==> src/rtl/fetch_unit_if.sv <==
`default_nettype none
// ============================================================================
//  Module      : fetch_unit_if
//  Description : Instruction-memory, decode and redirect bundle for the
//                fetch unit. "master" is the fetch unit, "slave" is the
//                surrounding environment (memory, decode, execute).
//  Revision    : 1.0 - initial release
// ============================================================================
interface fetch_unit_if;
    logic        imem_req_valid;
    logic        imem_req_ready;
    logic [31:0] imem_addr;
    logic        imem_rsp_valid;
    logic [31:0] imem_rsp_data;
    logic        instr_valid;
    logic        instr_ready;
    logic [31:0] instruction;
    logic [31:0] instr_pc;
    logic        redirect_valid;
    logic [31:0] redirect_pc;
    logic [31:0] ImmExt;

    modport master (
        output imem_req_valid, imem_addr,
        input  imem_req_ready, imem_rsp_valid, imem_rsp_data,
        output instr_valid, instruction, instr_pc,
        input  instr_ready,
        input  redirect_valid, redirect_pc, ImmExt
    );

    modport slave (
        input  imem_req_valid, imem_addr,
        output imem_req_ready, imem_rsp_valid, imem_rsp_data,
        input  instr_valid, instruction, instr_pc,
        output instr_ready,
        output redirect_valid, redirect_pc, ImmExt
    );
endinterface
`default_nettype wire

==> src/rtl/fetch_unit.sv <==
`default_nettype none
// ============================================================================
//  Module      : fetch_unit
//  Description : Single-outstanding-request instruction fetch unit. Issues
//                a fetch at PC, waits for the word, holds it for decode and
//                advances PC by 4. Taken branches/jumps from execute
//                redirect PC to (redirect_pc + ImmExt) word-aligned and
//                squash any in-flight or held instruction.
//  Revision    : 1.0 - initial release
// ============================================================================
module fetch_unit #(
    parameter logic [31:0] RESET_PC = 32'h0000_0000
) (
    input  logic          clk,
    input  logic          reset,
    fetch_unit_if.master  bus
);

    localparam logic [31:0] c_PC_STEP    = 32'd4;
    localparam logic [31:0] c_ALIGN_MASK = 32'hFFFF_FFFC;

    typedef enum logic [1:0] {
        S_REQ  = 2'd0,
        S_WAIT = 2'd1,
        S_OUT  = 2'd2
    } state_t;

    state_t      r_state;
    logic [31:0] r_pc;
    logic [31:0] r_instr;
    logic [31:0] r_instr_pc;
    logic        r_kill;

    logic [31:0] w_target;
    logic [31:0] w_pc_inc;

    // Redirect target is word-aligned; both additions wrap naturally at 32 bits
    assign w_target = (bus.redirect_pc + bus.ImmExt) & c_ALIGN_MASK;
    assign w_pc_inc = r_pc + c_PC_STEP;

    // Valids are state decodes, forced low while reset is held so the
    // request appears in the very first cycle after reset is released
    assign bus.imem_req_valid = (r_state == S_REQ) && !reset;
    assign bus.instr_valid    = (r_state == S_OUT) && !reset;
    assign bus.imem_addr      = r_pc;
    assign bus.instruction    = r_instr;
    assign bus.instr_pc       = r_instr_pc;

    // Fetch FSM: redirect is checked first in every state so it wins over
    // request/response/decode handshakes occurring in the same cycle
    always_ff @(posedge clk) begin
        if (reset) begin
            r_state    <= S_REQ;
            r_pc       <= RESET_PC;
            r_kill     <= 1'b0;
            r_instr    <= 32'h0;
            r_instr_pc <= 32'h0;
        end else begin
            case (r_state)
                S_REQ: begin
                    if (bus.redirect_valid) begin
                        r_pc <= w_target;
                    end else if (bus.imem_req_ready) begin
                        r_state <= S_WAIT;
                    end
                end
                S_WAIT: begin
                    if (bus.redirect_valid) begin
                        r_pc <= w_target;
                        if (bus.imem_rsp_valid) begin
                            // The in-flight word dies now; nothing left to kill
                            r_kill  <= 1'b0;
                            r_state <= S_REQ;
                        end else begin
                            r_kill  <= 1'b1;
                        end
                    end else if (bus.imem_rsp_valid) begin
                        if (r_kill) begin
                            r_kill  <= 1'b0;
                            r_state <= S_REQ;
                        end else begin
                            r_instr    <= bus.imem_rsp_data;
                            r_instr_pc <= r_pc;
                            r_state    <= S_OUT;
                        end
                    end
                end
                S_OUT: begin
                    if (bus.redirect_valid) begin
                        r_pc    <= w_target;
                        r_state <= S_REQ;
                    end else if (bus.instr_ready) begin
                        r_pc    <= w_pc_inc;
                        r_state <= S_REQ;
                    end
                end
                default: begin
                    r_state <= S_REQ;
                    r_kill  <= 1'b0;
                end
            endcase
        end
    end

endmodule
`default_nettype wire
==> src/flat_wrapper.sv <==
// flat-port wrapper written by rule: the top's interface ports become plain ports
module fetch_unit_flat 
#(
    parameter logic [31:0] RESET_PC = 32'h0000_0000
)
  (clk, reset, bus_imem_req_valid, bus_imem_addr, bus_imem_req_ready, bus_imem_rsp_valid, bus_imem_rsp_data, bus_instr_valid, bus_instruction, bus_instr_pc, bus_instr_ready, bus_redirect_valid, bus_redirect_pc, bus_ImmExt);
  fetch_unit_if bus_i ();
  input  logic clk;
  input  logic reset;
  output wire logic [$bits(bus_i.imem_req_valid)-1:0] bus_imem_req_valid;
  output wire logic [$bits(bus_i.imem_addr)-1:0] bus_imem_addr;
  input wire logic [$bits(bus_i.imem_req_ready)-1:0] bus_imem_req_ready;
  input wire logic [$bits(bus_i.imem_rsp_valid)-1:0] bus_imem_rsp_valid;
  input wire logic [$bits(bus_i.imem_rsp_data)-1:0] bus_imem_rsp_data;
  output wire logic [$bits(bus_i.instr_valid)-1:0] bus_instr_valid;
  output wire logic [$bits(bus_i.instruction)-1:0] bus_instruction;
  output wire logic [$bits(bus_i.instr_pc)-1:0] bus_instr_pc;
  input wire logic [$bits(bus_i.instr_ready)-1:0] bus_instr_ready;
  input wire logic [$bits(bus_i.redirect_valid)-1:0] bus_redirect_valid;
  input wire logic [$bits(bus_i.redirect_pc)-1:0] bus_redirect_pc;
  input wire logic [$bits(bus_i.ImmExt)-1:0] bus_ImmExt;
  assign bus_imem_req_valid = bus_i.imem_req_valid;
  assign bus_imem_addr = bus_i.imem_addr;
  assign bus_i.imem_req_ready = bus_imem_req_ready;
  assign bus_i.imem_rsp_valid = bus_imem_rsp_valid;
  assign bus_i.imem_rsp_data = bus_imem_rsp_data;
  assign bus_instr_valid = bus_i.instr_valid;
  assign bus_instruction = bus_i.instruction;
  assign bus_instr_pc = bus_i.instr_pc;
  assign bus_i.instr_ready = bus_instr_ready;
  assign bus_i.redirect_valid = bus_redirect_valid;
  assign bus_i.redirect_pc = bus_redirect_pc;
  assign bus_i.ImmExt = bus_ImmExt;
  fetch_unit #(.RESET_PC(RESET_PC)) u_core (.clk(clk), .reset(reset), .bus(bus_i));
endmodule
==> config.mk <==
export PLATFORM = sky130hd
export DESIGN_NAME = fetch_unit_flat
export DESIGN_NICKNAME = d
export VERILOG_FILES = /design/src/rtl/fetch_unit_if.sv /design/src/rtl/fetch_unit.sv /design/src/flat_wrapper.sv
export SDC_FILE = /design/constraint.sdc
export NUM_CORES = 1
export LEC_CHECK = 0
export ABC_AREA = 1
export ABC_CLOCK_PERIOD_IN_PS = 1900
export BUFFER_PORTS_ARGS = -buffer_cell sky130_fd_sc_hd__buf_4
export CAP_MARGIN = 20
export CORE_MARGIN = 4
export CORE_UTILIZATION = 53
export CTS_CLUSTER_DIAMETER = 60
export DETAILED_ROUTE_END_ITERATION = 12
export GPL_TIMING_DRIVEN = 0
export HOLD_SLACK_MARGIN = 0.02
export PLACE_DENSITY = 0.84
export SETUP_SLACK_MARGIN = 0.4
export SLEW_MARGIN = 30
export SYNTH_ARGS = -nofsm -noshare
export SYNTH_HDL_FRONTEND = slang
export SYNTH_SLANG_ARGS = --single-unit
==> constraint.sdc <==
create_clock -name clk -period 1.9 [get_ports clk]
set_input_delay 0.285 -clock clk [delete_from_list [all_inputs] [get_ports clk]]
set_output_delay 0.285 -clock clk [all_outputs]
set_load 0.01 [all_outputs]
# After elaboration in Yosys (flattened, before gate mapping)
# Cells that the tools add are included.
[word_totals]
regBits = 99
in_bits = 102
output_inout_bits = 98
wordCells = 46
[classes]
add_sub_neg = 2
eq_ne = 8
mux = 17
bitwise_logic = 3
n_reduce_logical = 11
[ops]
columns = ["cell", "n"]
rows = [
  ["$mux 32", 3],
  ["$pmux 32 s2", 1],
  ["$add 32x3->32 const B", 1],
  ["$add 32x32->32", 1],
  ["$mux 2", 8],
  ["$reduce_and 4->1", 2],
  ["$ne 2x2->1 const B", 3],
  ["$ne 3x3->1 const B", 2],
  ["$pmux 2 s3", 1],
  ["$reduce_or 2->1", 2],
  ["$mux 1", 3],
  ["$not 1->1", 3],
  ["$reduce_and 3->1", 1],
  ["$eq 2x1->1 const B", 1],
  ["$eq 2x2->1 const B", 1],
  ["$logic_and 1x1->1", 2],
  ["$logic_not 2->1", 1],
  ["$ne 2x1->1 const B", 1],
  ["$pmux 1 s2", 1],
  ["$reduce_and 2->1", 1],
  ["$reduce_bool 2->1", 1],
  ["$logic_not 1->1", 1],
]

# Logic depth before layout (Yosys ltp)
[depth]
depth_word = 4
depth_mapped = 15
depth_no_buf = 15

# Worst setup path before layout
# Ideal clock, no wire load.
[synth_timing]
kind = "reg-to-reg"
startpoint = "register u_core.r_pc[2], in the netlist u_core.bus.imem_addr[2]"
endpoint = "register u_core.r_pc[18], in the netlist u_core.bus.imem_addr[18]"
setup_time_ns = 0.132
arrival_time_ns = 1.570
required_ns = 1.768
setup_slack_ns = 0.198
path_stages_with_launch = 13
n_path_buf = 0
synth_period_minus_slack_ns = 1.702
cell_sequence = "dfxtp_1 ha_1 nand3_2 nor2_4 nand2_2 nor2_2 inv_2 o21ai_1 nand3_1 nand2_1 inv_1 o21ai_1 a21oi_1"
[synth_between]
elab_chain_len = 4
[synth_rtl]
columns = ["item", "line", "source"]
rows = [
  ["from (decl)", "fetch_unit.sv:29", "logic [31:0] r_pc;"],
  ["from (signal assigned)", "fetch_unit.sv:62", "r_pc <= w_target;"],
  ["from (signal assigned)", "fetch_unit.sv:69", "r_pc <= w_target;"],
  ["from (signal assigned)", "fetch_unit.sv:90", "r_pc <= w_target;"],
  ["$add 32x3->32", "fetch_unit.sv:39", "assign w_pc_inc = r_pc + c_PC_STEP;"],
  ["$mux 32", "fetch_unit.sv:92", "end else if (bus.instr_ready) begin"],
  ["$mux 32", "fetch_unit.sv:89", "if (bus.redirect_valid) begin"],
  ["$pmux 32 s2", "fetch_unit.sv:59", "case (r_state)"],
]
# Every way passes these cells. The select of a mux whose other input is x is not followed.
# A chain may end at the register's enable or synchronous reset.

# Worst setup path after layout
[layout_timing]
startpoint = "register u_core.r_pc[3], in the netlist u_core.bus.imem_addr[3]"
endpoint = "register u_core.r_pc[18], in the netlist u_core.bus.imem_addr[18]"
# The elaborated chain is that of the path after synthesis.

==> results.md <==
* Predominant post-synthesis flop cell: dfxtp_1
* Antenna violations before repair at 0
* HP Class: primary input to flip-flop
* Worst slew margin relative to its limit at 52.7%
* Initial DRC count at 695
* Overflow left after global routing at 0
* Maximum VDD drop at 0.405 mV
* HP Start: bus_imem_rsp_data[10]
* Die Height at 121 um
* RSZ-0062 raised after global routing: yes
* Number of cells traversed by the worst register-to-register path at 12
* Layout overhead on the synthesized area at 45.3%
* Worst slew pin tran at 0.709 ns
* Buffer cell driving the clock tree root: clkbuf_16
* Global placer's final weighted congestion at 0.972
* Number of violations of the max-capacitance limit at 0
* # IOs at 200
* Total number of H-tree levels at 3
* Count of port buffers added during placement at 195
* Period utilization at 93.4%
* Number of synthesized flops with an enable pin at 0
* Final critical path time including I/O delays and setup at 1.77 ns
* Post-Route Setup TNS at 0 ns
* Drt wl/cell at 15.6 um
* Critical path required time at 2.11 ns
* Area of the die at 14700 sq um
* Type of element capturing the critical path: flip-flop
* Hold-critical path endpoint: u_core.bus.instruction[10]
* CTS tree: done
* Count of state elements after synthesis at 95
* Mean number of vias per cell at 5.37
* Clk_skew at 0.00541 ns
* Net total in the final layout at 1536
* Post-route ant nets at 0
* Detailed placer's ending HPWL at 18200 um
* Core region area at 12600 sq um
* Leakage at 4.89 nW
* Placed insts at 1526
* Die Wd at 121 um
* Row count at 41
* Instance count of the mapped netlist at 1156
* Pre-antenna DRT Iters at 7
* RR Endpoint: u_core.bus.imem_addr[18]
* Number of clock buffers inserted by TritonCTS at 9
* Clock latency on the worst-skew pair at 0.35 ns
* Synthesized area divided by synthesized cell count at 5.88 sq um
* Ratio of total power to cell area at 616 nW/um^2
* FILL cells at 962
* Number of global-route vias before repair at 7626
* Worst-path clk slew at 0.07 ns
* Total number of vias at 8483
* Start of the worst register-to-register path: u_core.bus.imem_addr[3]
* Total Routing Usage GR at 30.5%
* Hold path depth at 3
* Final design area excluding fillers at 9880 sq um
* Worst setup SP type: flip-flop
* Final instance count without filler cells at 1580
* Share of post-route cells with drive strength above 1 at 30.7%
* Initial Utilization at 54.1%
* Bufs on Longest Clock Path at 2
* Number of distinct library cell variants in the gate-level netlist after synthesis at 36
* Synthesis warning total at 0
* Worst hold slack across all endpoints at 0.186 ns
* Final setup violation count at 0
* Max-slew violations at 0
* Final WL at 24600 um
* Post-cts hold buffer count at 0
* Maximum fanout along the worst path at 4
* First-pass GRT wire length at 36100 um
* # DRC at 0
* Proportion of synthesized chip area in sequential cells at 28.0%
* Dpl cell area at 8920 sq um
* Number of clock sinks seen by CTS at 95
* Data arrival time at the worst-slack endpoint at 1.99 ns
* Pin count of the biggest net entering global routing at 16
* Critical path class: flip-flop to flip-flop
* Crit path launch: u_core.bus.imem_addr[3]
* R2r setup slk at 0.13 ns
* Combined area of all synthesized cells at 6800 sq um
* Antenna diode count at 0
* Post-layout power at 6.08 mW
* Maximum operating frequency at 564 MHz
* Result of the run: completed
* Share of flip-flops with an asynchronous set or reset at 0%
* Number of hold violations in the final report at 0
worst max-delay path by stage:
| stage | to | slack, ns | depth (start not counted) |
|---|---|---|---|
| 3_5_place_dp | u_core.bus.imem_addr[30] | -0.10 | 9 |
| 3_3_place_gp | u_core.bus.imem_addr[30] | -0.12 | 9 |
| 4_1_cts | u_core.bus.imem_addr[18] | 0.21 | 12 |
| 5_1_grt | u_core.bus.imem_addr[18] | 0.008 | 12 |
| 2_1_floorplan | u_core.bus.imem_addr[18] | 0.37 | 12 |
| 6_report | u_core.bus.imem_addr[18] | 0.13 | 12 |
timing repair:
item | in CTS | in global routing
setup buffers | 10 | 25
gates cloned | 0 | 3
pin swaps | 9 | 22
gates resized for setup | 62 | 74
endpoints found under the setup margin | 91 | 82
cell usage after synthesis (all sizes together) (2+ instances only):
library cell | count | share of area, %
a21oi | 99 | 7.6
a221oi | 2 | 0.26
a31oi | 2 | 0.18
and2 | 2 | 0.18
and3 | 2 | 0.18
buf | 18 | 1.5
clkbuf | 21 | 1.2
dfxtp | 95 | 28
ha | 31 | 5.7
inv | 176 | 9.7
nand2 | 323 | 18
nand3 | 53 | 4.0
nand3b | 2 | 0.22
nand4 | 13 | 1.4
nor2 | 178 | 11
nor3 | 9 | 0.74
o21ai | 107 | 7.9
o21bai | 2 | 0.22
xor2 | 14 | 1.8
cell type report:
class,count,area [sq um],area share [%]
flip-flops and latches,95,1970,20.0
repair buffers,232,1760,17.9
repair inverters,1,5.00,0.0507
plain buffers,39,265,2.68
inverters,176,666,6.74
clock inverters,3,66.3,0.671
multi-input cells,849,4670,47.3
clock buffers,13,250,2.53
well taps,172,215,2.18
sequential cells by signal (all words and copies together) (netlist names):
| name | cells |
|---|---|
| u_core.bus.imem_addr | 30 |
| u_core.bus.instr_pc | 30 |
| u_core.bus.instruction | 32 |
| u_core.r_kill | 1 |
| u_core.r_state | 2 |
per-stage QoR:
step | setup WS [ns] | utilization (%)
2_1_floorplan | 0.368 | -
3_3_place_gp | -0.118 | 71.0
3_5_place_dp | -0.102 | 71.0
4_1_cts | 0.214 | 75.2
5_1_grt | 0.00784 | 78.6
6_report | 0.126 | 78.6
critical path: stages (launching register included):
cell and delay, ns:
dfxtp_4 0.37, ha_4 0.16, nand3_4 0.09, nor2_4 0.20, nand2_2 0.10, nor2_4 0.16, inv_2 0.09, o21ai_2 0.13
nand3_1 0.09, nand2_1 0.07, inv_1 0.04, o21ai_1 0.07, a21oi_1 0.07
cell families after synthesis:
kind of cell | Yosys count | share of synthesized area [%]
and+or+nand+nor | 583 | 35.4
AOI/OAI and AO/OA | 215 | 16.4
buffers and inverters | 215 | 12.4
DFF | 95 | 28.0
adders and majority gates | 31 | 5.71
xor gates and xnor gates | 15 | 1.93
other | 1 | 0.0552
muxes | 1 | 0.147
cell usage in the layout, fill, tap and decap left out, types with 14 or more instances in the layout:
cell and count:
nand2_1 289, buf_4 235, inv_1 166, nor2_1 147, o21ai_0 86, a21oi_1 79, dfxtp_1 69, nand3_1 48
nand2_2 31, ha_4 26, nor2_2 22, a21oi_2 20, o21ai_1 18, clkbuf_1 17, dfxtp_4 16, xor2_1 14
power by group:
group | internal [mW] | switching [mW]
Clock | 1.19 | 0.769
Combinational | 0.814 | 1.05
Sequential | 2.11 | 0.150
per-layer routing:
| layer | GRT usage, % | part of all wire (%) | vias to the layer above | wire (um) |
|---|---|---|---|---|
| met2 | 54.8 | 49 | 432 | 11900 |
| met1 | 35.7 | 37 | 3819 | 9170 |
| li1 | - | - | 4132 | - |
| met3 | 5.92 | 9.4 | 100 | 2320 |
| met5 | 0 | 0 | - | 0 |
| met4 | 11.6 | 4.7 | 0 | 1160 |
Note: power is estimated with default switching activity, not from simulation.
